[config.mk]
export PLATFORM = sky130hd
export DESIGN_NAME = sram_serial_bridge_flat
export DESIGN_NICKNAME = d
export VERILOG_FILES = /design/src/rtl/sram_serial_bridge_pkg.sv /design/src/rtl/sram_serial_bridge_if.sv /design/src/rtl/sram_serial_bridge_serdes_reg.sv /design/src/rtl/sram_serial_bridge.sv /design/src/flat_wrapper.sv
export SDC_FILE = /design/constraint.sdc
export NUM_CORES = 1
export LEC_CHECK = 0
export BUFFER_PORTS_ARGS = -buffer_cell sky130_fd_sc_hd__buf_2
export CAP_MARGIN = 20
export CORE_AREA = 2 2 100 102
export CTS_CLUSTER_DIAMETER = 60
export DETAILED_ROUTE_END_ITERATION = 12
export DIE_AREA = 0 0 102 104
export PLACE_DENSITY = 0.95
export SLEW_MARGIN = 20
export SYNTH_ARGS = -nofsm -noshare
export SYNTH_HDL_FRONTEND = slang
export SYNTH_HIERARCHICAL = 1
export SYNTH_SLANG_ARGS = --single-unit
[constraint.sdc]
create_clock -name CLK -period 5.8 [get_ports CLK]
set_input_delay 1.16 -clock CLK [delete_from_list [all_inputs] [get_ports CLK]]
set_output_delay 1.16 -clock CLK [all_outputs]
set_load 0.03 [all_outputs]
[src/rtl/sram_serial_bridge_pkg.sv]
// Shared encodings for the SRAM serial bridge: FSM state codes, R/W bit values
// and the derivation of the bank-select and command-frame widths.
package sram_serial_bridge_pkg;

  localparam logic [2:0] S_IDLE   = 3'd0;
  localparam logic [2:0] S_CMD    = 3'd1;
  localparam logic [2:0] S_WDATA  = 3'd2;
  localparam logic [2:0] S_WACC   = 3'd3;
  localparam logic [2:0] S_RACC   = 3'd4;
  localparam logic [2:0] S_RCAP   = 3'd5;
  localparam logic [2:0] S_RSHIFT = 3'd6;

  localparam logic RW_WRITE = 1'b0;
  localparam logic RW_READ  = 1'b1;

  // A single bank still carries one select bit so the frame layout never collapses.
  function automatic int bsw_of(input int nbank);
    return (nbank > 1) ? $clog2(nbank) : 1;
  endfunction

  function automatic int cmdlen_of(input int addrwidth, input int nbank);
    return 1 + bsw_of(nbank) + addrwidth;
  endfunction

endpackage

[src/rtl/sram_serial_bridge_if.sv]
// Pad-side serial signals and SRAM-side bank bus of the bridge.
// master = bridge, slave = host pads plus SRAM banks.
interface sram_serial_bridge_if #(
  parameter int ADDRWIDTH = 13,
  parameter int DATAWIDTH = 32,
  parameter int NBANK     = 2
);
  logic                       hostsel;
  logic                       scs;
  logic                       sdi;
  logic                       sdo;
  logic                       svalid;
  logic                       busy;
  logic                       err;
  logic [ADDRWIDTH-1:0]       sram_a;
  logic [DATAWIDTH-1:0]       sram_d;
  logic [NBANK*DATAWIDTH-1:0] sram_q;
  logic [NBANK-1:0]           sram_cen;
  logic                       sram_wen;

  modport master (
    input  hostsel, scs, sdi, sram_q,
    output sdo, svalid, busy, err, sram_a, sram_d, sram_cen, sram_wen
  );

  modport slave (
    output hostsel, scs, sdi, sram_q,
    input  sdo, svalid, busy, err, sram_a, sram_d, sram_cen, sram_wen
  );
endinterface

[src/rtl/sram_serial_bridge_serdes_reg.sv]
// Shift register with parallel load, serial shift-in at the LSB and enable;
// the MSB of par_out is the serial output. Load wins over shift.
module serdes_reg #(
  parameter int WIDTH = 32
) (
  input  logic             clk,
  input  logic             rst_n,
  input  logic             en,
  input  logic             load,
  input  logic [WIDTH-1:0] par_in,
  input  logic             ser_in,
  output logic [WIDTH-1:0] par_out
);

  always_ff @(posedge clk or negedge rst_n) begin
    if (!rst_n) begin
      par_out <= '0;
    end else if (load) begin
      par_out <= par_in;
    end else if (en) begin
      par_out <= {par_out[WIDTH-2:0], ser_in};
    end
  end

endmodule

[src/rtl/sram_serial_bridge.sv]
// Framed serial host access to NBANK SRAM banks with auto-increment bursts and error reporting.
// Read data leaves 2 cycles after the last command bit; no backpressure, SCS framing only.
module sram_serial_bridge
  import sram_serial_bridge_pkg::*;
#(
  parameter int ADDRWIDTH = 13,
  parameter int DATAWIDTH = 32,
  parameter int NBANK     = 2
) (
  input  logic CLK,
  input  logic RST,
  sram_serial_bridge_if.master bus
);

  localparam int BSW    = bsw_of(NBANK);
  localparam int CMDLEN = cmdlen_of(ADDRWIDTH, NBANK);
  localparam int MAXLEN = (CMDLEN > DATAWIDTH) ? CMDLEN : DATAWIDTH;
  localparam int CNTW   = $clog2(MAXLEN);

  logic [2:0]           state, state_nxt;
  logic [CNTW-1:0]      cnt, cnt_nxt;
  logic [CMDLEN-2:0]    cmd_sr, cmd_nxt;
  logic [CMDLEN-1:0]    cmd_full;
  logic [ADDRWIDTH-1:0] addr_q, addr_nxt;
  logic [BSW-1:0]       bank_q, bank_nxt;
  logic [DATAWIDTH-1:0] d_q, d_nxt;
  logic [NBANK-1:0]     cen_q, cen_nxt;
  logic                 wen_q, wen_nxt;
  logic                 err_q, err_nxt;
  logic                 abort, acc_nxt;
  logic                 sd_en, sd_load, sd_in;
  logic [DATAWIDTH-1:0] sd_q, q_sel;

  // Bad bank indices never match, so such reads shift out zeros.
  always_comb begin
    q_sel = '0;
    for (int b = 0; b < NBANK; b++) begin
      if (bank_q == BSW'(b)) q_sel = bus.sram_q[b*DATAWIDTH +: DATAWIDTH];
    end
  end

  always_comb begin
    state_nxt = state;
    cnt_nxt   = cnt;
    cmd_nxt   = cmd_sr;
    addr_nxt  = addr_q;
    bank_nxt  = bank_q;
    d_nxt     = d_q;
    abort     = 1'b0;
    sd_en     = 1'b0;
    sd_load   = 1'b0;
    cmd_full  = {cmd_sr, bus.sdi};
    if (!bus.hostsel) begin
      state_nxt = S_IDLE;
      cnt_nxt   = '0;
    end else begin
      case (state)
        S_IDLE: if (bus.scs) begin
          cmd_nxt   = cmd_full[CMDLEN-2:0];
          cnt_nxt   = CNTW'(1);
          state_nxt = S_CMD;
        end
        S_CMD: if (!bus.scs) begin
          abort = 1'b1;
        end else if (cnt == CNTW'(CMDLEN-1)) begin
          addr_nxt  = cmd_full[ADDRWIDTH-1:0];
          bank_nxt  = cmd_full[ADDRWIDTH +: BSW];
          cnt_nxt   = '0;
          state_nxt = (cmd_full[CMDLEN-1] == RW_READ) ? S_RACC : S_WDATA;
        end else begin
          cmd_nxt = cmd_full[CMDLEN-2:0];
          cnt_nxt = cnt + 1'b1;
        end
        S_WDATA: if (!bus.scs) begin
          abort = 1'b1;
        end else begin
          sd_en = 1'b1;
          if (cnt == CNTW'(DATAWIDTH-1)) begin
            d_nxt     = {sd_q[DATAWIDTH-2:0], bus.sdi};
            cnt_nxt   = '0;
            state_nxt = S_WACC;
          end else begin
            cnt_nxt = cnt + 1'b1;
          end
        end
        S_WACC: if (bus.scs) begin
          addr_nxt  = addr_q + 1'b1;
          state_nxt = S_WDATA;
        end else begin
          state_nxt = S_IDLE;
        end
        S_RACC: if (!bus.scs) abort = 1'b1;
                else          state_nxt = S_RCAP;
        S_RCAP: if (!bus.scs) begin
          abort = 1'b1;
        end else begin
          sd_load   = 1'b1;
          cnt_nxt   = '0;
          state_nxt = S_RSHIFT;
        end
        S_RSHIFT: begin
          sd_en = 1'b1;
          if (cnt == CNTW'(DATAWIDTH-1)) begin
            cnt_nxt = '0;
            if (bus.scs) begin
              addr_nxt  = addr_q + 1'b1;
              state_nxt = S_RACC;
            end else begin
              state_nxt = S_IDLE;
            end
          end else if (!bus.scs) begin
            abort = 1'b1;
          end else begin
            cnt_nxt = cnt + 1'b1;
          end
        end
        default: state_nxt = S_IDLE;
      endcase
      if (abort) begin
        state_nxt = S_IDLE;
        cnt_nxt   = '0;
      end
    end
  end

  // Strobes are computed from the next state so they are already stable
  // when the banks sample on the falling edge of the access cycle.
  always_comb begin
    acc_nxt = (state_nxt == S_WACC) || (state_nxt == S_RACC);
    cen_nxt = '1;
    for (int b = 0; b < NBANK; b++) begin
      if (acc_nxt && (bank_nxt == BSW'(b))) cen_nxt[b] = 1'b0;
    end
    wen_nxt = (state_nxt != S_WACC);
    err_nxt = abort || (acc_nxt && !(int'(bank_nxt) < NBANK));
  end

  always_ff @(posedge CLK or negedge RST) begin
    if (!RST) begin
      state  <= S_IDLE;
      cnt    <= '0;
      cmd_sr <= '0;
      addr_q <= '0;
      bank_q <= '0;
      d_q    <= '0;
      cen_q  <= '1;
      wen_q  <= 1'b1;
      err_q  <= 1'b0;
    end else begin
      state  <= state_nxt;
      cnt    <= cnt_nxt;
      cmd_sr <= cmd_nxt;
      addr_q <= addr_nxt;
      bank_q <= bank_nxt;
      d_q    <= d_nxt;
      cen_q  <= cen_nxt;
      wen_q  <= wen_nxt;
      err_q  <= err_nxt;
    end
  end

  assign sd_in = (state == S_WDATA) & bus.sdi;

  serdes_reg #(.WIDTH(DATAWIDTH)) u_serdes (
    .clk     (CLK),
    .rst_n   (RST),
    .en      (sd_en),
    .load    (sd_load),
    .par_in  (q_sel),
    .ser_in  (sd_in),
    .par_out (sd_q)
  );

  assign bus.sram_a   = addr_q;
  assign bus.sram_d   = d_q;
  assign bus.sram_cen = cen_q;
  assign bus.sram_wen = wen_q;
  assign bus.err      = err_q;
  assign bus.busy     = (state != S_IDLE);
  assign bus.svalid   = (state == S_RSHIFT);
  assign bus.sdo      = bus.svalid & sd_q[DATAWIDTH-1];

endmodule

[src/flat_wrapper.sv]
// flat-port wrapper written by rule: the top's interface ports become plain ports
module sram_serial_bridge_flat import sram_serial_bridge_pkg::*;
#(
  parameter int ADDRWIDTH = 13,
  parameter int DATAWIDTH = 32,
  parameter int NBANK     = 2
)
  (CLK, RST, bus_hostsel, bus_scs, bus_sdi, bus_sram_q, bus_sdo, bus_svalid, bus_busy, bus_err, bus_sram_a, bus_sram_d, bus_sram_cen, bus_sram_wen);
  sram_serial_bridge_if #(.ADDRWIDTH(ADDRWIDTH), .DATAWIDTH(DATAWIDTH), .NBANK(NBANK)) bus_i ();
  input  logic CLK;
  input  logic RST;
  input wire logic [$bits(bus_i.hostsel)-1:0] bus_hostsel;
  input wire logic [$bits(bus_i.scs)-1:0] bus_scs;
  input wire logic [$bits(bus_i.sdi)-1:0] bus_sdi;
  input wire logic [$bits(bus_i.sram_q)-1:0] bus_sram_q;
  output wire logic [$bits(bus_i.sdo)-1:0] bus_sdo;
  output wire logic [$bits(bus_i.svalid)-1:0] bus_svalid;
  output wire logic [$bits(bus_i.busy)-1:0] bus_busy;
  output wire logic [$bits(bus_i.err)-1:0] bus_err;
  output wire logic [$bits(bus_i.sram_a)-1:0] bus_sram_a;
  output wire logic [$bits(bus_i.sram_d)-1:0] bus_sram_d;
  output wire logic [$bits(bus_i.sram_cen)-1:0] bus_sram_cen;
  output wire logic [$bits(bus_i.sram_wen)-1:0] bus_sram_wen;
  assign bus_i.hostsel = bus_hostsel;
  assign bus_i.scs = bus_scs;
  assign bus_i.sdi = bus_sdi;
  assign bus_i.sram_q = bus_sram_q;
  assign bus_sdo = bus_i.sdo;
  assign bus_svalid = bus_i.svalid;
  assign bus_busy = bus_i.busy;
  assign bus_err = bus_i.err;
  assign bus_sram_a = bus_i.sram_a;
  assign bus_sram_d = bus_i.sram_d;
  assign bus_sram_cen = bus_i.sram_cen;
  assign bus_sram_wen = bus_i.sram_wen;
  sram_serial_bridge #(.ADDRWIDTH(ADDRWIDTH), .DATAWIDTH(DATAWIDTH), .NBANK(NBANK)) u_core (.CLK(CLK), .RST(RST), .bus(bus_i));
endmodule
Word-level counts from Yosys, hierarchy flattened
Cells that the tools add are included.

cells by class
  add/sub/neg operators = 2
  multiply operators = 0
  div/mod/pow operators = 0
  order comparisons = 0
  equal/unequal tests = 22
  shift-type cells = 0
  mux-type cells = 53
  bitwise logic cells = 3
  reduce and logical (&&, ||, !) cells = 13

operators with widths
  kind                                                                   count
  32-bit 2-to-1 mux                                                      3
  13-bit 2-to-1 mux                                                      4
  5-bit 2-to-1 mux                                                       10
  14-bit 2-to-1 mux                                                      3
  13-bit case mux with 3 select lines                                    1
  3-bit 2-to-1 mux                                                       12
  14-bit case mux with 2 select lines                                    1
  5-bit case mux with 5 select lines                                     1
  3-bit case mux with 7 select lines                                     1
  4-bit by 3-bit != test with 1-bit output, second input constant        4
  1-bit 2-to-1 mux                                                       14
  13-bit by 1-bit adder with 13-bit output, second input constant        1
  3-bit equality test, second input constant                             4
  5-bit AND reduction                                                    2
  3-bit by 2-bit equality test with 1-bit output, second input constant  3
  2-bit != test, second input constant                                   4
  7-bit by 1-bit != test with 1-bit output, second input constant        1
  6-bit AND reduction                                                    1
  3-bit nonzero test                                                     2
  5-bit by 1-bit adder with 5-bit output, second input constant          1
  5-bit by 4-bit equality test with 1-bit output, second input constant  1
  5-bit equality test, second input constant                             1
  5-bit != test, second input constant                                   1
  1-bit case mux with 2 select lines                                     2
  12 further kinds                                                       15

word-level totals
  flip-flop bits (word level) = 104
  bits in latches = 0
  RAM bits = 0
  bits in read-only memories = 0
  input bits = 69
  output and inout bits = 52
  word-level logic and storage cells = 103
  memories kept = 0

Logic depth before layout (Yosys ltp)
Gate-level depths: netlist (run 1).

  depth after elaboration = 10
  gate-level depth with buffers = 9
  depth with buffers taken out = 8

By module
Netlist (run 1), hierarchy kept.

by module, submodules not included
  module              times used  cells an instance  area an instance (um^2)  sequential area each (um^2)
  sram_serial_bridge  1           340                4,003.8                  1,805.5
  serdes_reg          1           139                1,515.2                  800.8

Least setup slack after synthesis (run 1)
No wires, ideal clock.

  path kind = in2reg
  start point = input port bus_scs
  end point = register u_core.d_q[0], in the netlist u_core/bus.sram_d[0]
  setup time = 125 ps
  arrival = 2,281 ps
  data required time = 5,675 ps
  slack = 3,394 ps
  cell stages on the path = 6
  buffers on the path = 1
  path through = nand2b_1 > nor2_1 > o311ai_4 > nor2_8 > buf_8 > mux2_4

on the way
  word-level cells in the longest chain between the ends = 1

RTL lines
  what                                  RTL line                   RTL
  from (decl)                           flat_wrapper.sv:13         input wire logic [$bits(bus_i.scs)-1:0] bus_scs;
  4-bit AND reduction (no source line)  --
  to (signal assigned)                  sram_serial_bridge.sv:155  d_q <= d_nxt;
  to (decl)                             sram_serial_bridge.sv:26   logic [DATAWIDTH-1:0] d_q, d_nxt;

Every way passes these cells.
A chain may end at the register's enable or synchronous reset.

Final worst setup path (run 1)
  start point = register u_core.state[1]
  end point = output port bus_sdo

on the way
  word-level cells in the longest chain between the ends = 2

RTL lines
  what                    RTL line                   RTL
  from (decl)             sram_serial_bridge.sv:20   logic [2:0] state, state_nxt;
  from (signal assigned)  sram_serial_bridge.sv:150  state <= state_nxt;
  3-bit equality test     sram_serial_bridge.sv:180  assign bus.svalid = (state == S_RSHIFT);
  1-bit bitwise AND       sram_serial_bridge.sv:181  assign bus.sdo = bus.svalid & sd_q[DATAWIDTH-1];
  to (decl)               flat_wrapper.sv:16         output wire logic [$bits(bus_i.sdo)-1:0] bus_sdo;

Every way passes these cells.

==> metrics.txt, run 1 <==
peak clock frequency supported by timing=332 MHz; CTS Root Cell=sky130_fd_sc_hd__clkbuf_8; sequential element share of the synthesized area=0.472; EDFF count, synth=0; pin count of the biggest net entering global routing=65; worst-case clock buffer depth=2; final hold vios=0; Clock Sinks=104; post-synthesis to final-layout area growth=13.9%; internal power=0.00106 W; H-tree depth=3; capture endpoint of the worst hold path=u_core/bus.sram_d[6]; crit path launch type=flip-flop; total CTS buffers=9; number of antenna violations at the first check in global routing=0; Post-synth top flop=sky130_fd_sc_hd__dfrtp_1; clock transition at the register clock pins on the worst setup and hold paths after CTS=0.10 ns; critical hold path startpoint=u_core/bus.sram_d[6]; fraction of final layout cells sized beyond drive strength 1=0.402; cell with the largest stage delay on the worst path=sky130_fd_sc_hd__dfrtp_1; number of distinct library cells after synthesis=56; effective utilization at floorplan=0.578; run status=completed; unrepaired setup endpoints after global routing=no; total negative setup slack=0 ns; I/O pins=121; Resized Gates After CTS=0; cell count after placement=707; critical setup path kind=reg2out; clock insertion delay at the later pin of the skew report=0.36 ns; number of global-route vias before repair=4165; setup clock skew after layout=0.0110 ns; power per cell area=235 nW/um^2; clock network power share=0.291; critical-path cell list=nor2b_1 > and3_1 > buf_2; number of cells traversed by the worst hold path=1; beginning of the worst register-to-register path=u_core/cnt[1]; part of the power in combinational logic=0.139; standard-cell rows=36; post-CTS setup buffer count=0; r2r worst-path depth=8; weighted congestion at the end of routability-driven global placement=0.841; number of DRC markers in iteration 0=316; # hold bufs at CTS=0; aggregate routed wire length=12000 um; number of design rule violations left after detail routing=0; arrival time at the worst endpoint=1.85 ns; Net Sw Power=0.000421 W; mean instance size in the synthesized netlist=11.5 sq um; Horiz. Die Dim=102 um; switching part of the total=0.284; worst supply voltage drop on vdd=124 uV; detailed placer's ending HPWL=8630 um; ANT cells=0; routed vias/inst=5.72; synthesized cell area=5520 sq um; async set-or-reset flop fraction in the synthesized netlist=1.00; final non-filler cell total=723; worst setup slack for register-to-register paths=2.91 ns; total iterations of the first detailed-routing run=5; Port Buffers=120; critical path required time=4.64 ns; final slew viol count=0; per-cell routed wire length=16.6 um; post-synthesis instance total=479; Buf/Inv on CP=1; sequential share of power=0.570; most area-hungry cell type in the Yosys netlist=sky130_fd_sc_hd__dfrtp_1; clock tree from TritonCTS=built; period utilization=0.520; leakage power total=2.92 nW; path type of the worst min-delay path=reg2reg; net total in the final layout=658; library cell with the highest instance count after synthesis=sky130_fd_sc_hd__dfrtp_1; most numerous cell types in the synthesized netlist=101 x sky130_fd_sc_hd__dfrtp_1, 55 x sky130_fd_sc_hd__nand2_1, 51 x sky130_fd_sc_hd__mux2_2, 37 x sky130_fd_sc_hd__mux2i_1, 29 x sky130_fd_sc_hd__mux2_4; area of the die=10600 sq um; global-route wire length before repair=19900 um; final critical path time including I/O delays and setup=3.01 ns; post-synthesis register bit count=104; vias post-DR=4134; residual antenna-violating net count after detailed routing=0; total routing usage reported by global routing=0.233; post-synth top area share=0.458; synthesis warning total=6; # setup viols final=0; height of the die=104 um; maximum fanout along the worst path=22; total grt overflow=0; max cap viols=0; headroom to the max-slew limit=0.427; floorplan core area=9550 sq um; biggest area contributors in the synthesized netlist=sky130_fd_sc_hd__dfrtp_1 46%, sky130_fd_sc_hd__mux2_2 10%, sky130_fd_sc_hd__mux2_4 7.9%; capture point of the worst reg-to-reg path=u_core/bus.sram_d[23]; slowest cell delay on critical path=0.80 ns; CP top delay family=flip-flops; slew at the pin closest to its max-slew limit=0.853 ns; Synthesized Nets=552; crit path capture type=output pin
[worst max-delay path by stage]
stage	start	to	slack [ns]	cells after the start
after global routing	u_core/state[1]	bus_sdo	2.69	3
after floorplan	bus_scs	u_core/bus.sram_d[0]	3.39	6
after global placement	bus_scs	u_core/bus.sram_d[24]	2.76	6
after CTS	u_core/state[1]	bus_sdo	2.77	3
after detailed placement	bus_scs	u_core/bus.sram_d[23]	2.65	6
final	u_core/state[1]	bus_sdo	2.79	3
[metrics by stage]
step	util	cell area [sq um]	setup slack, ns	hold slack, ns	total power, W
6_report	0.659	6290	2.79	0.519	0.00148
3_3_place_gp	0.639	6100	2.76	0.497	0.00104
4_1_cts	0.659	6290	2.77	0.522	0.00149
3_5_place_dp	0.639	6100	2.65	0.494	0.00106
2_1_floorplan	-	5520	3.39	0.471	0.000974
5_1_grt	0.659	6290	2.69	0.536	0.00155
[final cells by class]
| cell class | count | area, sq um |
|---|---|---|
| multi-input combinational | 338 | 2660 |
| inverter | 7 | 26.3 |
| fill | 718 | 3260 |
| clock inverter | 7 | 62.6 |
| sequential | 104 | 2610 |
| timing repair buffer | 125 | 641 |
| tap | 133 | 166 |
| clock buffer | 9 | 124 |
[registers in the layout, summed over array words and instances (netlist names)]
register and flops:
u_core/bank_q 1, u_core/bus.err 1, u_core/bus.sram_a 13, u_core/bus.sram_cen 2
u_core/bus.sram_d 32, u_core/bus.sram_wen 1, u_core/cmd_sr 14, u_core/cnt 5
u_core/state 3, u_core/u_serdes/par_out 32
[cell usage in the layout, fill, tap and decap left out, types with 4 or more instances in the layout]
| cell | instances |
|---|---|
| sky130_fd_sc_hd__nand2_1 | 55 |
| sky130_fd_sc_hd__and2_1 | 4 |
| sky130_fd_sc_hd__mux2_4 | 29 |
| sky130_fd_sc_hd__o22ai_1 | 5 |
| sky130_fd_sc_hd__o21ai_1 | 28 |
| sky130_fd_sc_hd__mux2_2 | 51 |
| sky130_fd_sc_hd__ha_1 | 4 |
| sky130_fd_sc_hd__inv_1 | 7 |
| sky130_fd_sc_hd__buf_2 | 119 |
| sky130_fd_sc_hd__nor2b_1 | 4 |
| sky130_fd_sc_hd__nand3_1 | 13 |
| sky130_fd_sc_hd__buf_4 | 6 |
| sky130_fd_sc_hd__a21oi_1 | 21 |
| sky130_fd_sc_hd__nor2_1 | 11 |
| sky130_fd_sc_hd__dfrtp_1 | 101 |
| sky130_fd_sc_hd__clkbuf_8 | 9 |
| sky130_fd_sc_hd__nand2b_1 | 10 |
| sky130_fd_sc_hd__mux2i_1 | 37 |
| sky130_fd_sc_hd__o21ai_0 | 17 |
| sky130_fd_sc_hd__and3_1 | 5 |
[per-layer routing]
| layer | vias up | share of wire | GRT usage |
|---|---|---|---|
| met2 | 171 | 0.50 | 0.379 |
| met3 | 25 | 0.061 | 0.0437 |
| met5 | - | 0 | 0 |
| li1 | 1918 | - | - |
| met4 | 0 | 0.020 | 0.0790 |
| met1 | 2020 | 0.42 | 0.312 |
[logic make-up after synthesis]
kind of cell / share of synthesized area
AOI/OAI and AO/OA: 0.110
xor gates and xnor gates: 0.00317
adders and majority gates: 0.00907
buffers and inverters: 0.0472
DFF: 0.472
muxes: 0.250
and+or+nand+nor: 0.109
[power by group through the flow]
stage                     logic, W  registers, W  clock network, W
after floorplan           0.000126      0.000848                 0
after global placement    0.000191      0.000850                 0
after detailed placement  0.000203      0.000857                 0
after CTS                 0.000206      0.000842          0.000443
after global routing      0.000224      0.000852          0.000476
final                     0.000205      0.000844          0.000431
No activity file was read; power rests on OpenSTA's default activity.
==> inputs of run 2 (changes only) <==
--- a/config.mk
+++ b/config.mk
@@ -7,11 +7,11 @@
 export LEC_CHECK = 0
 export BUFFER_PORTS_ARGS = -buffer_cell sky130_fd_sc_hd__buf_2
 export CAP_MARGIN = 20
-export CORE_AREA = 2 2 100 102
+export CORE_AREA = 2 2 104 106
 export CTS_CLUSTER_DIAMETER = 60
 export DETAILED_ROUTE_END_ITERATION = 12
-export DIE_AREA = 0 0 102 104
-export PLACE_DENSITY = 0.95
+export DIE_AREA = 0 0 106 108
+export PLACE_DENSITY = 0.9
 export SLEW_MARGIN = 20
 export SYNTH_ARGS = -nofsm -noshare
 export SYNTH_HDL_FRONTEND = slang
==> constraint.sdc (replaced) <==
create_clock -name CLK -period 3 [get_ports CLK]
set_input_delay 0.6 -clock CLK [delete_from_list [all_inputs] [get_ports CLK]]
set_output_delay 0.6 -clock CLK [all_outputs]
set_load 0.03 [all_outputs]
==> metrics.txt, run 2 (synthesis gave the netlist of run 1 again) <==
Resized Gates After CTS=0 (unchanged); beginning of the worst register-to-register path=u_core/cnt[0]; total iterations of the first detailed-routing run=5 (unchanged); crit path capture type=flip-flop; most common library cell in the layout ignoring fill and taps=sky130_fd_sc_hd__buf_2; cell with the largest stage delay on the worst path=sky130_fd_sc_hd__dfrtp_1; CP top delay family=simple AND/OR/NAND/NOR gates; WP depth=9 (+6); per-cell routed wire length=16.7 um (+0.35%); total routing usage reported by global routing=0.220 (-0.0133); weighted congestion at the end of routability-driven global placement=0.914 (+8.6%); power per cell area=473 nW/um^2 (+100%); area of the die=11400 sq um (+7.9%); pin count of the biggest net entering global routing=74 (+14%); headroom to the max-slew limit=0.391 (-0.0362); most frequent CP cell=sky130_fd_sc_hd__ha_1; I/O pins=121 (unchanged); most frequent cells in the layout=119 x sky130_fd_sc_hd__buf_2, 101 x sky130_fd_sc_hd__dfrtp_1, 55 x sky130_fd_sc_hd__nand2_1; total grt overflow=0 (unchanged); capture point of the worst reg-to-reg path=u_core/bus.sram_d[6]; maximum fanout along the worst path=10 (-55%); unrepaired setup endpoints after global routing=no; clock insertion delay at the later pin of the skew report=0.37 ns (about the same); ANT cells=0 (unchanged); slew at the pin closest to its max-slew limit=0.914 ns (+0.0608 ns); final slew viol count=0 (unchanged); H-tree depth=3 (unchanged); run status=completed; Buf/Inv on CP=1 (unchanged); peak clock frequency supported by timing=386 MHz; CTS Root Cell=sky130_fd_sc_hd__clkbuf_8; worst-case clock buffer depth=2 (unchanged); standard-cell rows=37 (+2.8%); setup clock skew after layout=0.0142 ns (+0.00319 ns); fraction of final layout cells sized beyond drive strength 1=0.405 (+0.00303); total CTS buffers=9 (unchanged); aggregate routed wire length=12200 um (+1.2%); total negative setup slack=0 ns (unchanged); max cap viols=0 (unchanged); critical setup path kind=reg2reg; final critical path time including I/O delays and setup=2.59 ns; timing startpoint of the critical path=u_core/cnt[0]; Horiz. Die Dim=106 um (+3.9%); slowest cell delay on critical path=0.42 ns (-0.38 ns); critical path required time=3.25 ns (-1.39 ns); post-CTS setup buffer count=0 (unchanged); r2r worst-path depth=9 (+1); worst supply voltage drop on vdd=285 uV (+130%); path type of the worst min-delay path=in2async; detailed placer's ending HPWL=8860 um (+2.7%); routed vias/inst=5.64 (-1.3%); vias post-DR=4113 (-0.51%); clock transition at the register clock pins on the worst setup and hold paths after CTS=0.10 ns (about the same); # setup viols final=0 (unchanged); final hold vios=0 (unchanged); crit path launch type=flip-flop; number of antenna violations at the first check in global routing=0 (unchanged); arrival time at the worst endpoint=2.84 ns (+0.99 ns); number of design rule violations left after detail routing=0 (unchanged); leakage power total=2.96 nW (+1.5%); clock tree from TritonCTS=built; critical-path cell list=ha_1 > and3_1 > ha_1 > o21ai_0 > nand3_1 > o21a_1 > nor2_8 > buf_4 > mux2_4; post-route worst hold slack=0.348 ns (-0.171 ns); global-route wire length before repair=20000 um (+0.80%); crit path to=u_core/bus.sram_d[6]; Clock Sinks=104 (unchanged); worst setup slack for register-to-register paths=0.41 ns (-2.50 ns); net total in the final layout=661 (+0.46%); Port Buffers=120 (unchanged); number of DRC markers in iteration 0=342 (+8.2%); period utilization=0.864; effective utilization at floorplan=0.539 (-0.0385); count of fill cells added during filler insertion=794 (+11%); # hold bufs at CTS=0 (unchanged); floorplan core area=10200 sq um (+7.1%); residual antenna-violating net count after detailed routing=0 (unchanged); height of the die=108 um (+3.8%); post-synthesis to final-layout area growth=15.8%; number of global-route vias before repair=4108 (-1.4%)
==> run 2: how the worst min path moves through the flow <==
stage               cells after the start                    end  slack (ns)
floorplan                               0          u_core/bank_q        0.30
global placement                        1  u_core/bus.sram_d[14]        0.50
detailed placement                      1  u_core/bus.sram_d[30]        0.49
CTS                                     1  u_core/bus.sram_a[12]        0.38
global route                            1  u_core/bus.sram_a[12]        0.43
finish                                  1  u_core/bus.sram_a[10]        0.35
==> run 2: through the flow <==
| stage | instances | area (sq um) | total power, W | setup WS (ns) | util |
|---|---|---|---|---|---|
| detailed placement | 713 | 6150 | 0.00205 | 0.436 | 0.601 |
| floorplan | 479 | 5520 | 0.00188 | 0.792 | - |
| global placement | 713 | 6150 | 0.00202 | 0.585 | 0.601 |
| finish | 729 | 6390 | 0.00302 | 0.407 | 0.624 |
| CTS | 729 | 6390 | 0.00305 | 0.415 | 0.624 |
| global route | 729 | 6390 | 0.00316 | 0.296 | 0.624 |
==> run 2: layer usage <==
layer  global-route usage  up-vias  routed length, um
met5                    0        -                  0
li1                     -     1929                  -
met3               0.0458       25                759
met4               0.0827        0                318
met1                0.293     1984               5130
met2                0.357      175               5950
==> run 2: worst reg2reg max path, stage by stage (launching register included) <==
cell and delay (ns):
sky130_fd_sc_hd__dfrtp_1 0.42, sky130_fd_sc_hd__ha_1 0.24, sky130_fd_sc_hd__and3_1 0.19, sky130_fd_sc_hd__ha_1 0.26, sky130_fd_sc_hd__o21ai_0 0.21, sky130_fd_sc_hd__nand3_1 0.15
sky130_fd_sc_hd__o21a_1 0.26, sky130_fd_sc_hd__nor2_8 0.17, sky130_fd_sc_hd__buf_4 0.26, sky130_fd_sc_hd__mux2_4 0.33
==> run 2: cell type report <==
class                      instances  area, sq um  share of cell area
clock buffer                       9          124              0.0194
clock inverter                     7          111              0.0174
inverter                           7         26.3             0.00411
multi-input combinational        338         2660               0.417
sequential                       104         2610               0.408
tap                              136          170              0.0266
timing repair buffer             128          688               0.108
==> run 2: power by group <==
| group | switching [W] | leakage [nW] | total (W) | internal, W |
|---|---|---|---|---|
| combinational | 0.000188 | 1.45 | 0.000394 | 0.000206 |
| sequential | 0.000108 | 1.39 | 0.00163 | 0.00152 |
| clock | 0.000506 | 0.118 | 0.000995 | 0.000489 |
